## src/rtl/iq_symbol_mapper.sv

```systemverilog
// ---------------------------------------------------------------------------
// iq_symbol_mapper
//
// Upstream feeder for the IQ modulator. Payload bytes are buffered in a small
// FIFO, serialized MSB-first into QPSK (2-bit) or 16-QAM (4-bit) symbols, and
// each symbol is mapped to a signed 8-bit I/Q pair. The pair is held for SYMLEN
// clocks. All outputs are posedge-registered, so they are stable when the
// modulator samples on negedge.
//
// Handshake: a byte transfers on any posedge where data_valid && data_ready.
// data_ready is derived only from the registered FIFO count (never from
// data_valid), so the producer may drop data_valid at any time. Nothing is lost
// while data_ready is high.
//
// Ports:
//   clk         in   system clock, posedge
//   reset_      in   asynchronous active-low reset
//   data_in     in   [7:0] payload byte
//   data_valid  in   data_in is valid
//   data_ready  out  FIFO can accept a byte
//   mode        in   0 = QPSK, 1 = 16-QAM (sampled when a byte is loaded)
//   i, q        out  signed [7:0] I/Q value to the modulator
//   sym_strobe  out  high on the first clock of each new symbol
//   busy        out  high while in SEND
//   burst_end   out  one-clock pulse when SEND ends on an empty FIFO
// ---------------------------------------------------------------------------
module iq_symbol_mapper #(
  parameter int SYMLEN     = 32,
  parameter int FIFO_DEPTH = 4,
  parameter int AMP        = 90
) (
  input  logic              clk,
  input  logic              reset_,
  input  logic [7:0]        data_in,
  input  logic              data_valid,
  output logic              data_ready,
  input  logic              mode,
  output logic signed [7:0] i,
  output logic signed [7:0] q,
  output logic              sym_strobe,
  output logic              busy,
  output logic              burst_end
);

  localparam int PW = $clog2(FIFO_DEPTH);
  localparam int CW = PW + 1;

  // Constellation levels as 8-bit two's complement constants.
  localparam logic signed [7:0] P_OUT = 8'(AMP);
  localparam logic signed [7:0] P_IN  = 8'(AMP / 3);
  localparam logic signed [7:0] N_IN  = 8'(-(AMP / 3));
  localparam logic signed [7:0] N_OUT = 8'(-AMP);

  typedef enum logic {IDLE, SEND} state_t;

  state_t         state;
  logic [7:0]     mem [FIFO_DEPTH];
  logic [PW-1:0]  wr_ptr;
  logic [PW-1:0]  rd_ptr;
  logic [CW-1:0]  count;
  logic [15:0]    sym_cnt;
  logic [7:0]     shifter;    // current byte, current symbol in the top bits
  logic           byte_mode;  // mode latched when the current byte was loaded
  logic [1:0]     sym_left;   // symbols of the current byte still to send

  logic           fifo_empty;
  logic           push;
  logic           pop;
  logic           at_boundary;
  logic [7:0]     head;
  logic [7:0]     next_shift;

  // Gray-coded 16-QAM level for one axis.
  function automatic logic signed [7:0] qam_level(input logic [1:0] b);
    case (b)
      2'b00:   return P_OUT;
      2'b01:   return P_IN;
      2'b11:   return N_IN;
      default: return N_OUT;
    endcase
  endfunction

  // {I, Q} for the symbol held in the top bits of s.
  function automatic logic [15:0] sym_iq(input logic [7:0] s, input logic m);
    if (!m)
      return {(s[7] ? N_OUT : P_OUT), (s[6] ? N_OUT : P_OUT)};
    else
      return {qam_level(s[7:6]), qam_level(s[5:4])};
  endfunction

  assign fifo_empty  = (count == '0);
  assign data_ready  = (count != CW'(FIFO_DEPTH));
  assign push        = data_valid && data_ready;
  assign at_boundary = (sym_cnt == 16'(SYMLEN - 1));
  assign head        = mem[rd_ptr];
  assign next_shift  = byte_mode ? {shifter[3:0], 4'b0} : {shifter[5:0], 2'b0};

  // A byte is popped only when a new byte must be loaded: from IDLE, or at a
  // symbol boundary once the current byte's symbols are exhausted.
  assign pop = !fifo_empty &&
               ((state == IDLE) || (at_boundary && (sym_left == 2'd0)));

  // Storage carries no reset; emptiness is defined by the pointers/count.
  always_ff @(posedge clk) begin
    if (push) mem[wr_ptr] <= data_in;
  end

  always_ff @(posedge clk or negedge reset_) begin
    if (!reset_) begin
      state      <= IDLE;
      wr_ptr     <= '0;
      rd_ptr     <= '0;
      count      <= '0;
      sym_cnt    <= '0;
      shifter    <= '0;
      byte_mode  <= 1'b0;
      sym_left   <= '0;
      i          <= '0;
      q          <= '0;
      sym_strobe <= 1'b0;
      busy       <= 1'b0;
      burst_end  <= 1'b0;
    end else begin
      if (push) wr_ptr <= wr_ptr + 1'b1;
      if (pop)  rd_ptr <= rd_ptr + 1'b1;
      case ({push, pop})
        2'b10:   count <= count + 1'b1;
        2'b01:   count <= count - 1'b1;
        default: count <= count;
      endcase

      sym_strobe <= 1'b0;
      burst_end  <= 1'b0;

      case (state)
        IDLE: begin
          i    <= '0;
          q    <= '0;
          busy <= 1'b0;
          if (pop) begin
            shifter    <= head;
            byte_mode  <= mode;
            {i, q}     <= sym_iq(head, mode);
            sym_left   <= mode ? 2'd1 : 2'd3;
            sym_cnt    <= '0;
            sym_strobe <= 1'b1;
            busy       <= 1'b1;
            state      <= SEND;
          end
        end

        SEND: begin
          if (!at_boundary) begin
            sym_cnt <= sym_cnt + 16'd1;
          end else if (sym_left != 2'd0) begin
            shifter    <= next_shift;
            {i, q}     <= sym_iq(next_shift, byte_mode);
            sym_left   <= sym_left - 2'd1;
            sym_cnt    <= '0;
            sym_strobe <= 1'b1;
          end else if (pop) begin
            // Seamless hand-over to the next queued byte.
            shifter    <= head;
            byte_mode  <= mode;
            {i, q}     <= sym_iq(head, mode);
            sym_left   <= mode ? 2'd1 : 2'd3;
            sym_cnt    <= '0;
            sym_strobe <= 1'b1;
          end else begin
            i         <= '0;
            q         <= '0;
            busy      <= 1'b0;
            burst_end <= 1'b1;
            sym_cnt   <= '0;
            state     <= IDLE;
          end
        end

        default: state <= IDLE;
      endcase
    end
  end

endmodule
```

## config.mk

```make
export PLATFORM = sky130hd
export DESIGN_NAME = iq_symbol_mapper
export DESIGN_NICKNAME = d
export VERILOG_FILES = /design/src/rtl/iq_symbol_mapper.sv
export SDC_FILE = /design/constraint.sdc
export NUM_CORES = 1
export LEC_CHECK = 0
export ABC_AREA = 1
export BUFFER_PORTS_ARGS = -buffer_cell sky130_fd_sc_hd__buf_2
export CAP_MARGIN = 5
export CORE_MARGIN = 2
export CORE_UTILIZATION = 55
export CTS_CLUSTER_DIAMETER = 80
export DETAILED_ROUTE_END_ITERATION = 8
export GPL_ROUTABILITY_DRIVEN = 0
export PLACE_DENSITY = 0.74
export SYNTH_ARGS = -nofsm -noshare
export SYNTH_HDL_FRONTEND = slang
export SYNTH_SLANG_ARGS = --single-unit
```

## constraint.sdc

```tcl
create_clock -name clk -period 3.2 [get_ports clk]
set_input_delay 0.48 -clock clk [delete_from_list [all_inputs] [get_ports clk]]
set_output_delay 0.48 -clock clk [all_outputs]
set_load 0.005 [all_outputs]
```

# Word level (Yosys, flattened, before mapping)
# Memory sizes are Yosys's and may differ from the RTL's.
# Index checks and enable logic that the tools add are counted.
[op_classes]
n_addsub = 6
n_eq_ne = 16
mux = 52
n_bitwise = 1
n_reduce_logical = 15
[op_table]
columns = ["cell", "count"]
rows = [
  ["$mux 8", 14],
  ["$pmux 8 s3", 4],
  ["$mux 16", 4],
  ["$pmux 8 s2", 3],
  ["$pmux 16 s2", 1],
  ["$add 16x1->16 const B", 1],
  ["$eq 16x5->1 const B", 1],
  ["$mux 1", 16],
  ["$eq 2x1->1 const B", 5],
  ["$eq 2x2->1 const B", 5],
  ["$logic_not 2->1", 5],
  ["$mux 2", 4],
  ["$pmux 1 s2", 4],
  ["$ne 2x2->1 const B", 3],
  ["$pmux 3 s2", 1],
  ["$add 2x1->2 const B", 2],
  ["$pmux 2 s2", 1],
  ["$reduce_bool 2->1", 2],
  ["$add 3x1->3 const B", 1],
  ["$logic_and 1x1->1", 3],
  ["$logic_not 3->1", 1],
  ["$ne 3x3->1 const B", 1],
  ["$reduce_and 3->1", 1],
  ["$sub 3x1->3 const B", 1],
  ["other kinds (6)", 6],
]
[totals]
reg_bits = 54
mem_bits_rw = 32
output_inout_bits = 20
word_cells = 104
mem_count = 1
[memory_table]
columns = ["memory", "depth", "width", "read_ports", "rd_clocked_by_memory_dff", "wr", "line", "text"]
rows = [
  ["mem", 4, 8, 1, 0, 1, "57", "logic [7:0] mem [FIFO_DEPTH];"],
]

# Depth between registers and ports, before layout
# Gate-level depths: netlist of run 1.
[logic_depth]
word_depth = 8
ltp_mapped = 14
ltp_nobuf = 14

# Least setup slack after synthesis of run 1
# No wires, ideal clock.
[synth_path]
path_type = "reg2reg"
start = "register sym_cnt[0]"
end = "register count[2]"
setup_time_ns = 0.131
arrival_ns = 2.118
required_time_ns = 3.069
setup_slack_ns = 0.951
stages_incl_launch_ff = 14
n_path_buf = 0
synth_period_minus_slack_ns = 2.249
path_cell_list = "dfrtp_1 ha_1 nand3_1 nor2_1 nand2_1 nand2_2 nand3_4 inv_2 ha_1 inv_1 fa_1 a21oi_1 o21ai_0 xor2_1"
[synth_via]
elab_chain_cells = 6
[synth_lines]
columns = ["item", "line", "text"]
rows = [
  ["start: declaration", "61", "logic [15:0] sym_cnt;"],
  ["start signal: assignment", "154", "sym_cnt <= sym_cnt + 16'd1;"],
  ["$eq 16x5->1 (*)", "94", "assign at_boundary = (sym_cnt == 16'(SYMLEN - 1));"],
  ["$logic_and 1x1->1 (*)", "101", "((state == IDLE) || (at_boundary && (sym_left == 2'd0)));"],
  ["$logic_or 1x1->1 (*)", "101", ""],
  ["$logic_and 1x1->1 (*)", "100", "assign pop = !fifo_empty &&"],
  ["via pop", "68", "logic pop;"],
  ["$eq 2x1->1 or $eq 2x2->1 (tied branches)", "126", "case ({push, pop})"],
  ["$pmux 3 s2 or $reduce_bool 2->1 (tied branches)", "-", ""],
  ["end signal: assignment", "127", "2'b10: count <= count + 1'b1;"],
  ["end signal: assignment", "128", "2'b01: count <= count - 1'b1;"],
  ["end signal: assignment", "129", "default: count <= count;"],
  ["end: declaration", "60", "logic [CW-1:0] count;"],
]
# Mark *: on every way through the listed nets, which the timed path passes. The rest lies on a longest branch.
# A chain may end at the register's enable or synchronous reset.

# Final worst setup path of run 1
[layout_path]
start = "register sym_left[0]"
end = "register count[2]"
[layout_via]
elab_chain_cells = 6
[layout_lines]
columns = ["item", "line", "text"]
rows = [
  ["start: declaration", "64", "logic [1:0] sym_left;"],
  ["start signal: assignment", "144", "sym_left <= mode ? 2'd1 : 2'd3;"],
  ["start signal: assignment", "158", "sym_left <= sym_left - 2'd1;"],
  ["start signal: assignment", "166", "sym_left <= mode ? 2'd1 : 2'd3;"],
  ["$logic_not 2->1 (*)", "101", ""],
  ["$logic_and 1x1->1 (*)", "101", ""],
  ["$logic_or 1x1->1 (*)", "101", ""],
  ["$logic_and 1x1->1 (*)", "100", ""],
  ["via pop", "68", ""],
  ["$eq 2x1->1 or $eq 2x2->1 (tied branches)", "126", ""],
  ["$pmux 3 s2 or $reduce_bool 2->1 (tied branches)", "-", ""],
]
# Marks and branches as above.

==> results of run 1 <==
[through the flow]
step	setup WS, ns	cells	power [uW]	instance area [um^2]	utilization
floorplan	0.9511	431	1451	3839	-
global placement	0.8195	526	1545	3994	0.5911
detailed placement	0.7411	526	1558	3994	0.5911
CTS	0.7297	542	2392	4224	0.6252
global route	0.5485	542	2497	4224	0.6252
finish	0.7248	542	2372	4224	0.6252
[registers in the layout, summed over array words and instances, names as in the netlist, 2 cells and up]
register and flops:
q 4, mem 32, count 3, i 5, rd_ptr 2, sym_left 2
wr_ptr 2, sym_cnt 16, shifter 6
[power by group through the flow]
stage / sequential, uW / clock [uW] / combinational [uW]
2_1_floorplan: 1210 / 0 / 236
3_3_place_gp: 1220 / 0 / 321
3_5_place_dp: 1230 / 0 / 330
4_1_cts: 1210 / 851 / 334
5_1_grt: 1220 / 901 / 377
6_report: 1210 / 841 / 325
[synthesized netlist by cell type (2+ instances only)]
master,instances,area (um^2)
nor2_2,2,12.51
ha_1,10,125.1
nand2_1,110,412.9
buf_4,8,60.06
nand2_2,3,18.77
nand4_1,8,50.05
xor2_1,7,61.31
o211ai_1,3,22.52
nor3_1,2,10.01
clkinv_1,2,7.510
o22ai_1,7,43.79
o21ai_1,5,25.02
edfxtp_1,32,960.9
o21ai_0,20,100.1
inv_1,46,172.7
nor2_1,41,153.9
inv_2,7,26.28
buf_2,6,30.03
nand3_1,29,145.1
a21oi_1,17,85.08
dfrtp_1,45,1126
nor3b_1,2,15.01
[path summary, 6_finish.rpt]
path                       cells after the start    endpoint   startpoint  slack [ns]
max in group asynchronous                      1   rd_ptr[0]       reset_        2.32
setup reg to reg                              11    count[2]  sym_left[0]        0.72
setup / recovery                              11    count[2]  sym_left[0]        0.72
min in group clk                               1   mem[2][4]   data_in[4]        0.32
hold / removal                                 1  sym_cnt[8]       reset_        0.27
hold reg to reg                                2        i[1]         i[1]        0.49
[cell type report]
cell class                      count  area [um^2]
Tap cell                           80        100.1
Multi-Input combinational cell    283         1440
Clock buffer                        9        123.9
Sequential cell                    77         2087
Fill cell                         595         2532
Inverter                           55        206.4
Timing Repair Buffer               31        160.2
Clock inverter                      7        106.4
[metal layers]
layer	part of all wire	up-vias	GRT usage
li1	-	1458	-
met1	0.47	1348	0.2917
met2	0.48	64	0.3409
met3	0.036	11	0.03412
met4	0.020	0	0.09091
met5	0	-	0
[worst register-to-register path, cell delays in order, from the launching register on]
cell and delay [ns]:
dfrtp_1 0.42, nor2_1 0.33, nor2_8 0.08, inv_2 0.21
nand3_4 0.15, inv_2 0.17, ha_1 0.16, inv_1 0.07
fa_1 0.38, a21oi_1 0.15, o21ai_0 0.11, xor2_1 0.15
[kinds of logic after synthesis]
group           count (synthesis)  synth area share
flops                          77            0.5442
simple gates                  202            0.2284
xor+xnor                        8           0.01827
other cells                     1         0.0009779
buf+inv                        71           0.08124
fa+ha+maj                      11           0.03785
compound gates                 60           0.08907
==> results.py, run 1 <==
metrics = {
    "critical_path": {
        "path_class": "register to register",
        "crit_top_cell": "inv_2",
        "slowest_delay_ns": 0.42,
        "cp_data_arrival_time_ns": 2.72,
        "end_kind": "register",
        "critical_path_required_ns": 3.44,
        "worst-path-max-fanout": 13,
        "path_buf_inv": 3,
        "cp-start-kind": "register",
        "critPathSlowestCell": "dfrtp_1",
        "cp_cell_sequence": "nor2_1 -> nor2_8 -> inv_2 -> nand3_4 -> inv_2 -> ha_1 -> inv_1 -> fa_1 -> a21oi_1 -> o21ai_0 -> xor2_1",
        "cp_top_family": "simple AND/OR/NAND/NOR gates",
    },
    "sta": {
        "worst-slew-pin-transition_ns": 0.9770,
        "drv_slew": 0,
        "hold_viol": 0,
        "relSlewSlack": 0.3487,
        "fin_crit_sh": 0.7735,
        "timing.hold.ws_ns": 0.2724,
        "rsz0062_at_grt": "no",
        "skew_ns": 0.01043,
        "finalCriticalPeriod_ns": 2.475,
        "fmaxAchievable_mhz": 404.0,
        "setup_viol": 0,
        "tns_ns": 0,
    },
    "route": {
        "vias": 2881,
        "routed_wl_um": 7318,
        "ant_nets": 0,
        "vias_per_cell": 5.315,
        "drt-pass1-iter-count": 5,
        "wl_per_cell_um": 13.50,
        "drc": 0,
        "drtIter0Drc": 250,
    },
    "grt": {
        "grt_pass1_vias": 2648,
        "antenna_found_initial": 0,
        "grt_usage": 0.2136,
        "grt_max_degree": 46,
        "overflow": 0,
        "grt_pass1_wl_um": 12440,
    },
    "clocking": {
        "cts_buffers": 9,
        "clkLatencyLatePin_ns": 0.36,
        "cts_hold_buf": 0,
        "cts_sinks": 77,
        "cts_setup_buffers": 0,
        "htree_levels": 3,
        "cts.clk_slew.worst_paths_ns": 0.09,
        "ctsResizeCount": 0,
        "clockBufferDepth": 2,
        "tritoncts": "done",
        "cts_root_buffer": "clkbuf_8",
    },
    "cells_and_area": {
        "antennaDiodeCount": 0,
        "layout_commonest_cell": "nand2_1",
        "mostFrequentLayoutCells": "nand2_1 (110), inv_1 (46), dfrtp_1 (45), nor2_1 (41), edfxtp_1 (32)",
        "drive_above_1_share": 0.1364,
        "nets": 480,
        "area_growth_pct": 10.15,
    },
    "synthesis": {
        "yosys_warnings": 0,
        "synth.avg_cell_area_um2": 8.918,
        "synth_edf_count": 32,
        "syn_inst": 430,
        "synth_cell_types": 40,
        "ys_seq_area_frac": 0.5442,
        "synthArstFlopShare": 0.5844,
        "synth_area_um2": 3835,
        "ys_ff_latch": 77,
        "ys.flop_type": "dfrtp_1",
    },
    "power_and_ir_drop": {
        "seqPwrFrac": 0.509,
        "p_int_uw": 1712,
        "power_frac_clock": 0.354,
        "ir_drop_mv": 0.3473,
        "combPwrFrac": 0.137,
        "p_sw_uw": 660.0,
        "swShare": 0.2782,
        "p_per_area_nw_per_um2": 561.6,
        "leakagePower_uw": 0.001972,
    },
    "outcome": {
        "status": "complete, no violations",
    },
    "floorplan": {
        "io_pins": 32,
        "die_h_um": 87.50,
        "die_w_um": 87.50,
        "die_area_um2": 7656,
        "rows": 30,
        "initial_core_util": 0.5676,
        "core-area_um2": 6756,
    },
    "placed_design": {
        "io_buffer_count": 29,
        "dp_hpwl_um": 5092,
    },
    "run": {
        "maxCapViolations": 0,
    },
    "hold_path": {
        "hp-class": "input pin to asynchronous set/reset pin",
    },
}
(Power assumes the default switching activity.)
==> run 2, diff against run 1 <==
==> constraint.sdc (replaced) <==
create_clock -name clk -period 2.5 [get_ports clk]
set_input_delay 0.375 -clock clk [delete_from_list [all_inputs] [get_ports clk]]
set_output_delay 0.375 -clock clk [all_outputs]
set_load 0.005 [all_outputs]
==> run 2 against run 1 <==
Net effect:
- maximum frequency grew 9.7%
- worst setup slack lost 0.48 ns
- cell area grew 2.1%
- critical path type unchanged
- wire length shrank 0.33%
- via count grew 3.1%
- sequential power grew 27%
- core utilization grew 1.3 points
- final cell count grew 2.0%
- critical path depth grew 2
- clock skew shrank 0.0033 ns
- non-clock buffer count grew 11
==> results.py, run 2 (synthesis gave the netlist of run 1 again) <==
metrics = {
    "route": {
        "vias": 2969,
        "wl_per_cell_um": 13.19,
        "routed_wl_um": 7294,
        "vias_per_cell": 5.369,
        "drtIter0Drc": 199,
        "drc": 0,
        "ant_nets": 0,
        "drt-pass1-iter-count": 4,
    },
    "critical_path": {
        "reg2reg_to": "count[2]",
        "cp_data_arrival_time_ns": 2.50,
        "slowest_delay_ns": 0.39,
        "critical_path_required_ns": 2.74,
        "r2r-start": "sym_cnt[0]",
        "critPathSlowestCell": "dfrtp_1",
        "worst-path-max-fanout": 7,
        "end_kind": "register",
        "cp_cell_sequence": "ha_2 -> nand3_1 -> nor2_1 -> nand2_1 -> nand2_2 -> nand3_4 -> inv_2 -> ha_1 -> inv_1 -> fa_1 -> a21oi_1 -> o21ai_1 -> xor2_1",
        "path_class": "register to register",
        "reg2regPathDepth": 13,
        "cp-start-kind": "register",
        "reg2reg_slack_ns": 0.24,
    },
    "cells_and_area": {
        "mostFrequentLayoutCells": "nand2_1 (110), inv_1 (46), dfrtp_1 (45), nor2_1 (41), edfxtp_1 (32)",
        "drive_above_1_share": 0.1564,
        "antennaDiodeCount": 0,
        "top_register": "mem",
        "area_growth_pct": 12.43,
        "final_util": 0.6381,
        "largest_reg_flops": 32,
        "top_regs": "mem (32), sym_cnt (16), shifter (6)",
        "nets": 491,
        "layout_commonest_cell": "nand2_1",
        "fillers": 556,
        "stdcell_area_um2": 4312,
    },
    "sta": {
        "fmaxAchievable_mhz": 443.3,
        "rsz0062_at_grt": "no",
        "tns_ns": 0,
        "setup_viol": 0,
        "hold_viol": 0,
        "fin_crit_sh": 0.9022,
        "finalCriticalPeriod_ns": 2.256,
        "skew_ns": 0.007133,
        "worst_slack_ns": 0.2444,
        "drv_slew": 0,
    },
    "floorplan": {
        "die_area_um2": 7656,
        "core-area_um2": 6756,
        "die_w_um": 87.50,
        "io_pins": 32,
        "initial_core_util": 0.5676,
        "die_h_um": 87.50,
        "rows": 30,
    },
    "clocking": {
        "clockBufferDepth": 2,
        "clkLatencyLatePin_ns": 0.36,
        "tritoncts": "done",
        "cts_root_buffer": "clkbuf_8",
        "cts_sinks": 77,
        "cts_buffers": 9,
        "htree_levels": 3,
        "cts.clk_slew.worst_paths_ns": 0.08,
    },
    "grt": {
        "grt_usage": 0.2143,
        "grt_pass1_vias": 2831,
        "overflow": 0,
        "grt_max_degree": 25,
        "antenna_found_initial": 0,
        "grt_pass1_wl_um": 12640,
    },
    "placed_design": {
        "dp_hpwl_um": 5146,
        "dp_slack_ns": 0.2225,
        "dpl_cell_area_um2": 4061,
        "io_buffer_count": 29,
    },
    "power_and_ir_drop": {
        "power_frac_clock": 0.351,
        "p_per_area_nw_per_um2": 710.3,
        "p_int_uw": 2216,
        "ir_drop_mv": 0.4804,
        "combPwrFrac": 0.146,
        "power_uw": 3063,
        "seqPwrFrac": 0.503,
        "p_sw_uw": 846.9,
        "swShare": 0.2765,
        "leakagePower_uw": 0.002024,
    },
    "hold_path": {
        "hold_end": "mem[1][7]",
        "whs_path_depth": 1,
        "min_from": "data_in[7]",
        "hp-class": "input pin to register",
    },
    "run": {
        "maxCapViolations": 0,
    },
    "outcome": {
        "status": "complete, no violations",
    },
}
run 2: what timing repair did:
action                                 in CTS  in global routing
setup endpoints to repair                   0                  1
resized for setup                           0                  2
endpoints found under the hold margin      21                  0
buffers inserted                            0                  1
hold buffers                                1                  0
run 2: power by group through the flow:
stage | registers (uW) | clock network, uW | logic (uW)
global placement | 1570 | 0 | 440
CTS | 1540 | 1090 | 460
finish | 1540 | 1070 | 447
detailed placement | 1570 | 0 | 455
floorplan | 1560 | 0 | 303
global route | 1550 | 1150 | 524
run 2: worst max-delay path by stage:
stage / from / endpoint / slack [ns] / depth (start not counted)
6_report: sym_cnt[0] / count[2] / 0.24 / 13
5_1_grt: sym_cnt[0] / count[2] / 0.02 / 13
4_1_cts: sym_cnt[0] / count[2] / 0.20 / 13
3_5_place_dp: sym_cnt[0] / count[2] / 0.22 / 13
3_3_place_gp: sym_cnt[0] / count[2] / 0.29 / 13
2_1_floorplan: sym_cnt[0] / count[2] / 0.25 / 13
run 2: metrics by stage:
stage / instances / hold WS (ns)
after floorplan: 431 / 0.07941
after global placement: 535 / 0.3652
after detailed placement: 535 / 0.3681
after CTS: 552 / 0.2169
after global routing: 553 / 0.2236
final: 553 / 0.2255
run 2: area by class of cell:
cell class	count	area (um^2)	share of cell area
clock inverters	7	106.4	0.02467
well taps	80	100.1	0.02322
multi-input cells	283	1443	0.3346
clock buffers	9	123.9	0.02873
repair buffers	42	245.2	0.05688
flip-flops and latches	77	2087	0.4840
inverters	55	206.4	0.04788
run 2: per-layer routing:
layer | vias up | GRT usage | share of wire
met4 | 0 | 0.09510 | 0.025
met2 | 64 | 0.3512 | 0.48
met3 | 18 | 0.03697 | 0.031
li1 | 1474 | - | -
met1 | 1413 | 0.2805 | 0.46
met5 | - | 0 | 0
run 2: worst max-delay path: cells and delay by family, from the launching register on:
family	cells	cell delay [ns]
adder cells (fa/ha/maj)	3	0.71
flip-flops	1	0.39
AO/OA/AOI/OAI	2	0.22
buffers and inverters	2	0.15
XOR/XNOR	1	0.14
AND/OR/NAND/NOR	5	0.52
